==> src/rtl/rv_ctrl_fsm.sv <==
// Multicycle control sequencer for the RV32I core: drives datapath strobes and keeps cycle/instret counters.
// Optional feature: define RV_CTRL_ILLEGAL_TRAP_EN to halt in TRAP on illegal instructions (default: NOP).
module rv_ctrl_fsm (
    input  logic        clk,
    input  logic        rst_n,
    input  logic        load,
    input  logic        store,
    input  logic        branch,
    input  logic        jalr,
    input  logic        jal,
    input  logic        lui,
    input  logic        auipc,
    input  logic        op_imm,
    input  logic        op,
    input  logic        system,
    input  logic        br_taken,
    input  logic        mem_ack,
    output logic        mem_req,
    output logic        mem_we,
    output logic        mem_is_data,
    output logic        ir_we,
    output logic        pc_we,
    output logic        pc_sel,
    output logic        alu_a_sel,
    output logic        alu_b_sel,
    output logic        reg_we,
    output logic [1:0]  wb_sel,
    output logic        retire,
    output logic        halt,
    output logic [31:0] cycle_cnt,
    output logic [31:0] instret_cnt
);

    typedef enum logic [2:0] {
        ST_RESET     = 3'd0,
        ST_FETCH     = 3'd1,
        ST_DECODE    = 3'd2,
        ST_EXECUTE   = 3'd3,
        ST_MEM       = 3'd4,
`ifdef RV_CTRL_ILLEGAL_TRAP_EN
        ST_WRITEBACK = 3'd5,
        ST_TRAP      = 3'd6
`else
        ST_WRITEBACK = 3'd5
`endif
    } state_t;

    state_t      state_r;
    logic [31:0] cycle_cnt_r;
    logic [31:0] instret_cnt_r;

    logic        illegal_s;
    logic        mem_req_s;
    logic        mem_we_s;
    logic        mem_is_data_s;
    logic        ir_we_s;
    logic        pc_we_s;
    logic        pc_sel_s;
    logic        alu_a_sel_s;
    logic        alu_b_sel_s;
    logic        reg_we_s;
    logic [1:0]  wb_sel_s;
    logic        retire_s;
    logic        halt_s;

    assign illegal_s = system | ~(load | store | branch | jalr | jal | lui | auipc | op_imm | op);

    // State sequencing; a low rst_n abandons any pending memory handshake.
    always_ff @(posedge clk) begin
        if (!rst_n) begin
            state_r <= ST_RESET;
        end else begin
            case (state_r)
                ST_RESET:     state_r <= ST_FETCH;
                ST_FETCH:     state_r <= mem_ack ? ST_DECODE : ST_FETCH;
                ST_DECODE:    state_r <= ST_EXECUTE;
                ST_EXECUTE: begin
                    if (branch) begin
                        state_r <= ST_FETCH;
                    end else if (load | store) begin
                        state_r <= ST_MEM;
                    end else if (illegal_s) begin
`ifdef RV_CTRL_ILLEGAL_TRAP_EN
                        state_r <= ST_TRAP;
`else
                        state_r <= ST_FETCH;
`endif
                    end else begin
                        state_r <= ST_WRITEBACK;
                    end
                end
                ST_MEM: begin
                    if (mem_ack) begin
                        state_r <= store ? ST_FETCH : ST_WRITEBACK;
                    end else begin
                        state_r <= ST_MEM;
                    end
                end
                ST_WRITEBACK: state_r <= ST_FETCH;
`ifdef RV_CTRL_ILLEGAL_TRAP_EN
                ST_TRAP:      state_r <= ST_TRAP;
`endif
                default:      state_r <= ST_RESET;
            endcase
        end
    end

    // Cycle and retired-instruction counters, free-running with natural wrap.
    always_ff @(posedge clk) begin
        if (!rst_n) begin
            cycle_cnt_r   <= 32'd0;
            instret_cnt_r <= 32'd0;
        end else begin
            if (state_r != ST_RESET) begin
                cycle_cnt_r <= cycle_cnt_r + 32'd1;
            end else begin
                cycle_cnt_r <= cycle_cnt_r;
            end
            if (retire_s) begin
                instret_cnt_r <= instret_cnt_r + 32'd1;
            end else begin
                instret_cnt_r <= instret_cnt_r;
            end
        end
    end

    // Datapath strobes decoded from state and class flags; all quiet while rst_n is low.
    always_comb begin
        mem_req_s     = 1'b0;
        mem_we_s      = 1'b0;
        mem_is_data_s = 1'b0;
        ir_we_s       = 1'b0;
        pc_we_s       = 1'b0;
        pc_sel_s      = 1'b0;
        alu_a_sel_s   = 1'b0;
        alu_b_sel_s   = 1'b0;
        reg_we_s      = 1'b0;
        wb_sel_s      = 2'd0;
        retire_s      = 1'b0;
        halt_s        = 1'b0;
        if (!rst_n) begin
            mem_req_s = 1'b0;
        end else begin
            case (state_r)
                ST_FETCH: begin
                    mem_req_s = 1'b1;
                    ir_we_s   = mem_ack;
                end
                ST_EXECUTE: begin
                    alu_a_sel_s = auipc | jal | branch;
                    alu_b_sel_s = ~op;
                    if (branch) begin
                        pc_we_s  = 1'b1;
                        pc_sel_s = br_taken;
                        retire_s = 1'b1;
                    end else if (load | store) begin
                        pc_we_s = 1'b0;
                    end else if (illegal_s) begin
`ifdef RV_CTRL_ILLEGAL_TRAP_EN
                        pc_we_s = 1'b0;
`else
                        pc_we_s  = 1'b1;
                        retire_s = 1'b1;
`endif
                    end else begin
                        pc_we_s = 1'b0;
                    end
                end
                ST_MEM: begin
                    mem_req_s     = 1'b1;
                    mem_is_data_s = 1'b1;
                    mem_we_s      = store;
                    if (mem_ack && store) begin
                        pc_we_s  = 1'b1;
                        retire_s = 1'b1;
                    end else begin
                        pc_we_s = 1'b0;
                    end
                end
                ST_WRITEBACK: begin
                    reg_we_s = 1'b1;
                    pc_we_s  = 1'b1;
                    retire_s = 1'b1;
                    if (load) begin
                        wb_sel_s = 2'd1;
                    end else if (jal | jalr) begin
                        wb_sel_s = 2'd2;
                        pc_sel_s = 1'b1;
                    end else if (lui) begin
                        wb_sel_s = 2'd3;
                    end else begin
                        wb_sel_s = 2'd0;
                    end
                end
`ifdef RV_CTRL_ILLEGAL_TRAP_EN
                ST_TRAP: begin
                    halt_s = 1'b1;
                end
`endif
                default: begin
                    mem_req_s = 1'b0;
                end
            endcase
        end
    end

    assign mem_req     = mem_req_s;
    assign mem_we      = mem_we_s;
    assign mem_is_data = mem_is_data_s;
    assign ir_we       = ir_we_s;
    assign pc_we       = pc_we_s;
    assign pc_sel      = pc_sel_s;
    assign alu_a_sel   = alu_a_sel_s;
    assign alu_b_sel   = alu_b_sel_s;
    assign reg_we      = reg_we_s;
    assign wb_sel      = wb_sel_s;
    assign retire      = retire_s;
    assign halt        = halt_s;
    assign cycle_cnt   = cycle_cnt_r;
    assign instret_cnt = instret_cnt_r;

endmodule

==> config.mk <==
export PLATFORM = sky130hd
export DESIGN_NAME = rv_ctrl_fsm
export DESIGN_NICKNAME = d
export VERILOG_FILES = /design/src/rtl/rv_ctrl_fsm.sv
export SDC_FILE = /design/constraint.sdc
export NUM_CORES = 1
export LEC_CHECK = 0
export BUFFER_PORTS_ARGS = -buffer_cell sky130_fd_sc_hd__buf_2
export CAP_MARGIN = 0
export CORE_MARGIN = 2
export CORE_UTILIZATION = 40
export DETAILED_ROUTE_END_ITERATION = 10
export GPL_TIMING_DRIVEN = 0
export PLACE_DENSITY = 0.64
export SYNTH_ARGS = -nofsm -noshare
export SYNTH_HDL_FRONTEND = slang
export SYNTH_SLANG_ARGS = --single-unit
==> constraint.sdc <==
create_clock -name clk -period 5.6 [get_ports clk]
set_input_delay 0.56 -clock clk [delete_from_list [all_inputs] [get_ports clk]]
set_output_delay 0.56 -clock clk [all_outputs]
set_load 0.05 [all_outputs]
==> flow_summary.toml, run 1 <==
[clocking]
hold_buffers = 0
clock_latency_ns = 0.34
cts.repair.resized = 0
cts_tree = "yes"
clock_path_buffers = 2
cts_root_buffer = "clkbuf_8"
numClockSinks = 67
cts_buffers = 9
htreeDepth = 3
clk_pin_slew_ns = 0.07
postCtsSetupBuffers = 0

[worst_setup_path]
worstPathArrival_ns = 2.36
cpPeakStageDelay_ns = 0.36
crit_chain = "buf_2 -> a21o_1 -> a21oi_1 -> a221o_1 -> buf_6 -> buf_6 -> inv_1 -> buf_4 -> buf_2"
path_max_fanout = 10
startpoint_type = "flop"
critPathCapture = "retire"
rrSetupSlack_ns = 3.09
r2r_end = "instret_cnt[25]"
slowest_stage = "a221o_1"
worstSetupEndpointType = "output port"
rr_worst_depth = 5
critPathLaunch = "state_r[0]"
r2r-start = "instret_cnt[5]"
crit_required_ns = 5.04
path_class = "reg -> out"

[global_routing]
grt_use_total_pct = 20.1
gr-total-overflow = 0
antenna_found_initial = 0
grt_pass1_vias = 3100
grt_max_degree = 11
grt_pass1_wl_mm = 14.7

[final_layout]
fill_cells = 822
register_area_um2 = 1340
final_cell_mix = "93 x buf_2, 67 x dfxtp_1, 45 x nor2_1, 34 x nand2_1, 29 x nand3_1"
nets = 531
n_antenna_cell = 0
drive_above_1_share_pct = 22.0
area_delta_synth_final_pct = 22.3
final_common_cell = "buf_2"
finalNonFillerCells = 623
multiInputGateArea_um2 = 1910

[sta]
slew_headroom_pct = 19.9
skew_ns = 0.00932
fin_setup_tns_ns = 0
post-route-period-util_pct = 52.2
max_freq_ghz = 0.342
rsz0062_at_grt = "false"
fin_crit_ns = 2.92
final_max_slew_viol_count = 0
finalSetupViolations = 0
fin_hold_ws_ns = 0.500
tightest_slew_ns = 1.18
final_hold_viol_count = 0

[floorplan]
die_w_um = 96.3
rows = 33
io_pins = 91
core_area_um2 = 8220
initial_core_util_pct = 41.5
die_area_um2 = 9270
die_y_um = 96.3

[yosys]
synth_area_per_cell_um2 = 8.21
yosys_warnings = 0
async_flop_share_pct = 0
synth-seq-cells = 67
synth_fp_nets = 431
ys_dominant_reg_cell = "dfxtp_1"
synth_area_um2 = 3410
netlist_instances = 415
ys_seq_area_share_pct = 39.4
synth_edf_count = 0
netlist-cell-type-count = 46

[pwr]
pwr-share-comb_pct = 6.6
internal_power_w = 0.000710
p_switching_w = 0.000227
power_density_nw_per_um2 = 225
netSwitchingFraction_pct = 24.2
p_seq_share_pct = 51.6
p_clk_share_pct = 41.8
p_leak_nw = 1.63
ir_worst_vdd_mv = 0.0988

[detailed_routing]
drtPass1Iterations = 4
wl_mm = 9.17
viasPerCell = 5.54
route.detailed.drc = 0
first_iter_violations = 154
drtAntennaViolNets = 0
via_count = 3454
routedWlPerCell_um = 14.7

[placed_design]
hpwl_mm = 6.59
io_buffers = 89
gp_congestion = 0.774
dp.cells = 609

[flow_run]
drv_cap = 0

[worst_hold_path]
hp-class = "reg -> reg"

[outcome]
status = "completed"
[worst min path at each step]
stage | start | end | slack, ns | cells past startpoint
3_3_place_gp | cycle_cnt[31] | cycle_cnt[31] | 0.46 | 2
5_1_grt | cycle_cnt[1] | cycle_cnt[1] | 0.52 | 2
6_report | cycle_cnt[31] | cycle_cnt[31] | 0.50 | 2
3_5_place_dp | cycle_cnt[31] | cycle_cnt[31] | 0.47 | 2
4_1_cts | cycle_cnt[31] | cycle_cnt[31] | 0.49 | 2
2_1_floorplan | state_r[2] | state_r[1] | 0.55 | 2
[synth_stat cells, types with 2 or more instances]
master,count,share of area (%)
and2_1,6,1.1
o311ai_0,7,1.8
mux2i_1,6,1.8
nand4_1,16,2.9
or3_1,7,1.3
o21bai_1,2,0.44
and4_1,6,1.5
buf_4,2,0.44
and3_1,3,0.55
ha_1,2,0.73
xnor2_1,24,6.2
buf_2,4,0.59
nor3_1,16,2.4
buf_6,3,0.99
o41ai_1,7,1.8
clkbuf_1,15,1.7
nor4_1,14,2.6
nand2_1,34,3.7
xor2_1,7,1.8
o31a_1,2,0.51
o31ai_1,10,2.2
nor4b_1,2,0.51
nand3_1,29,4.3
or4_1,9,2.0
nor2_1,45,5.0
a21oi_1,23,3.4
o21a_1,2,0.44
o21ai_0,9,1.3
dfxtp_1,67,39
a21o_1,2,0.44
nor2b_1,2,0.37
nand2b_1,11,2.0
inv_1,8,0.88
[logic make-up after synthesis]
kind of cell	share of synthesized area, %
muxes	1.76
adders and majority gates	0.734
buffers and inverters	4.66
xor gates and xnor gates	7.97
other	0.110
DFF	39.4
and+or+nand+nor	32.0
AOI/OAI and AO/OA	13.4
[through the flow]
step                utilization [%]  power (W)  setup slack (ns)  instance area, µm²
floorplan                         -   0.000536              2.64                3410
global placement               48.5   0.000556              2.72                3980
detailed placement             48.5   0.000557              2.69                3980
CTS                            50.7   0.000944              2.67                4170
global route                   50.7   0.000974              2.56                4170
finish                         50.7   0.000937              2.68                4170
[worst max-delay path: cells and delay by family, from the launching register on]
family	cells	cell delay [ns]
AOI/OAI and AO/OA	3	0.56
buffers and inverters	6	1.14
DFF	1	0.34
[routing by layer]
layer	vias to the layer above	GRT usage (%)	routed length (µm)
met5	-	0	0
met4	0	6.81	126
met3	11	4.23	438
met2	92	31.6	4230
met1	1634	27.3	4380
li1	1717	-	-
[power groups by stage]
stage	clock network [W]	registers [W]	logic (W)
final	0.000391	0.000484	0.0000619
after floorplan	0	0.000502	0.0000345
after CTS	0.000398	0.000484	0.0000619
after global placement	0	0.000495	0.0000609
after global routing	0.000423	0.000484	0.0000679
after detailed placement	0	0.000495	0.0000618
[flip-flops by register name (all words and copies together), names as in the netlist]
register	count
cycle_cnt	32
state_r	3
instret_cnt	32
[layout make-up]
class                           count  area share [%]
Clock inverter                      3           0.961
Clock buffer                       11            3.39
Sequential cell                    67            32.2
Multi-Input combinational cell    315            45.8
Timing Repair Buffer               89            10.7
Buffer                             24            3.00
Inverter                            9           0.811
Tap cell                          105            3.15
(Power assumes the default switching activity.)
==> run 2: changes to the inputs <==
ABC_AREA = 1   (was unset)
PLACE_DENSITY = 0.65   (was 0.64)
clock period = 2.3 ns   (was 5.6 ns; I/O delays follow)
==> flow_summary.toml, run 2 <==
[outcome]
status = "completed"

[placed_design]
hpwl_mm = 9.57
gp_congestion = 0.876
io_buffers = 88

[worst_setup_path]
cpPeakStageDelay_ns = 0.42
r2r_end = "instret_cnt[20]"
worstSetupEndpointType = "output port"
rr_worst_depth = 9
rrSetupSlack_ns = 0.44
crit_chain = "nand3_1 -> nor2_2 -> nand2_2 -> a21oi_4 -> buf_6 -> buf_4 -> clkbuf_4"
path_max_fanout = 11
path_class = "reg -> out"
critPathLaunch = "state_r[1]"
startpoint_type = "flop"
crit_buf_inv = 3
slowest_stage = "dfxtp_1"
worstPathArrival_ns = 1.93
crit_family = "buffers and inverters"
crit_required_ns = 2.07
r2r-start = "instret_cnt[0]"

[clocking]
hold_buffers = 0
clk_pin_slew_ns = 0.09
cts.repair.resized = 0
cts_root_buffer = "clkbuf_8"
postCtsSetupBuffers = 0
clock_path_buffers = 2
clock_latency_ns = 0.36
htreeDepth = 3
cts_buffers = 9
numClockSinks = 67
cts_tree = "yes"

[sta]
slew_headroom_pct = 58.9
rsz0062_at_grt = "false"
fin_setup_tns_ns = 0
final_max_slew_viol_count = 0
max_freq_ghz = 0.463
fin_crit_ns = 2.16
post-route-period-util_pct = 93.9
tightest_slew_ns = 0.617
final_hold_viol_count = 0
finalSetupViolations = 0
skew_ns = 0.0167

[pwr]
pwr-share-comb_pct = 7.7
internal_power_w = 0.00195
p_leak_nw = 2.09
p_clk_share_pct = 47.4
netSwitchingFraction_pct = 25.9
power_density_nw_per_um2 = 513
ir_worst_vdd_mv = 0.253
p_seq_share_pct = 45.0
p_switching_w = 0.000682
finalPower_w = 0.00263

[yosys]
synth.top_cells.by_count = "265 x nand2_1, 122 x nor2_1, 67 x dfxtp_1"
synth_simple_gate_area_share_pct = 47.3
synth_xor_area_share_pct = 2.27
synth_top_family_by_area = "simple AND/OR/NAND/NOR gates"
synth.mux.area_fraction_pct = 0
netlist_instances = 721
synth_edf_count = 0
async_flop_share_pct = 0
synth_top_area_share_pct = 31.6
synthAdderAreaFrac_pct = 0.589
synthTopCellsByArea = "dfxtp_1 32%, nand2_1 23%, nor2_1 11%"
synth_fp_nets = 737
synth_area_per_cell_um2 = 5.89
netlist-cell-type-count = 33
synth-seq-cells = 67
ys_seq_area_share_pct = 31.6
ys_dominant_reg_cell = "dfxtp_1"
synth_area_um2 = 4250
synth_area_leader_cell = "dfxtp_1"
yosys_warnings = 0
synth_compound_area_share_pct = 10.2
yosysMostFrequentCell = "nand2_1"

[global_routing]
grt_pass1_wl_mm = 20.4
antenna_found_initial = 0
grt_max_degree = 14
grt_pass1_vias = 4489
grt_use_total_pct = 22.2
gr-total-overflow = 0

[detailed_routing]
wl_mm = 12.3
drtPass1Iterations = 5
route.detailed.drc = 0
routedWlPerCell_um = 12.8
viasPerCell = 5.01
first_iter_violations = 189
drtAntennaViolNets = 0
via_count = 4818

[worst_hold_path]
min_from = "mem_ack"
hp-class = "in -> reg"
holdPathEnd = "state_r[1]"
hold_depth = 3

[final_layout]
drive_above_1_share_pct = 16.7
multiInputGateArea_um2 = 2580
fill_cells = 1082
nets = 836
register_area_um2 = 1340
area_delta_synth_final_pct = 20.6
final_common_cell = "nand2_1"
n_antenna_cell = 0
final_cell_mix = "265 x nand2_1, 121 x nor2_1, 90 x buf_2, 67 x dfxtp_1"

[floorplan]
die_w_um = 107
die_area_um2 = 11500
core_area_um2 = 10300
initial_core_util_pct = 41.1
die_y_um = 107
rows = 37
io_pins = 91

[flow_run]
drv_cap = 0
## run 2: changes by cell type after synthesis, moves of 17 or more
cell	before	now
nand2_1	34	265
xnor2_1	24	5
nand3b_1	0	17
nor2_1	45	122
a21oi_1	23	57
inv_1	8	57
## run 2: final cells by class
class	count	share of cell area, %
plain buffers	20	2.05
clock buffers	9	2.42
clock inverters	7	2.42
inverters	63	4.62
multi-input cells	571	50.3
flip-flops and latches	67	26.2
well taps	136	3.32
repair buffers	88	8.65
## run 2: layer usage
layer | wire length, µm | global-route usage [%]
met3 | 582 | 4.44
met1 | 5320 | 25.7
met4 | 460 | 10.8
met5 | 0 | 0
met2 | 5980 | 38.9
## run 2: power by group through the flow
stage                     sequential (W)  combinational [W]  clock, W
after floorplan                  0.00123           0.000116         0
after global placement           0.00121           0.000198         0
after detailed placement         0.00121           0.000201         0
after CTS                        0.00118           0.000202   0.00127
after global routing             0.00118           0.000221   0.00131
final                            0.00118           0.000202   0.00125
## run 2: stage by stage
step,setup slack [ns],utilization (%),std cells,instance area (µm²),hold slack [ns]
2_1_floorplan,0.169,-,721,4250,0.396
3_3_place_gp,0.394,47.1,945,4860,0.476
3_5_place_dp,0.381,47.1,945,4860,0.470
4_1_cts,0.0244,49.5,961,5110,0.145
5_1_grt,0.0103,49.6,961,5120,0.183
6_report,0.140,49.6,961,5120,0.156
## run 2: worst max-delay path by stage
stage	cells past startpoint	slack, ns	end
2_1_floorplan	4	0.17	wb_sel[0]
3_3_place_gp	11	0.39	retire
3_5_place_dp	11	0.38	retire
4_1_cts	7	0.02	retire
5_1_grt	7	0.01	retire
6_report	7	0.14	retire
## run 2: worst reg2reg max path, cell delays in order (launching register included)
cell and delay, ns:
dfxtp_1 0.42, ha_1 0.30, nand3_1 0.22, nor2_2 0.26, nand2_1 0.15, nor3_2 0.17
nand3_1 0.10, nand2_1 0.06, inv_1 0.03, nor2_1 0.09
## run 2: cells by family (layout without fill, tap and decap cells)
logic type	count (synthesis)	count (layout)
other	1	1
AO/OA/AOI/OAI	82	82
buffers and inverters	83	187
XOR/XNOR	11	11
AND/OR/NAND/NOR	475	475
flip-flops	67	67
adder cells (fa/ha/maj)	2	2
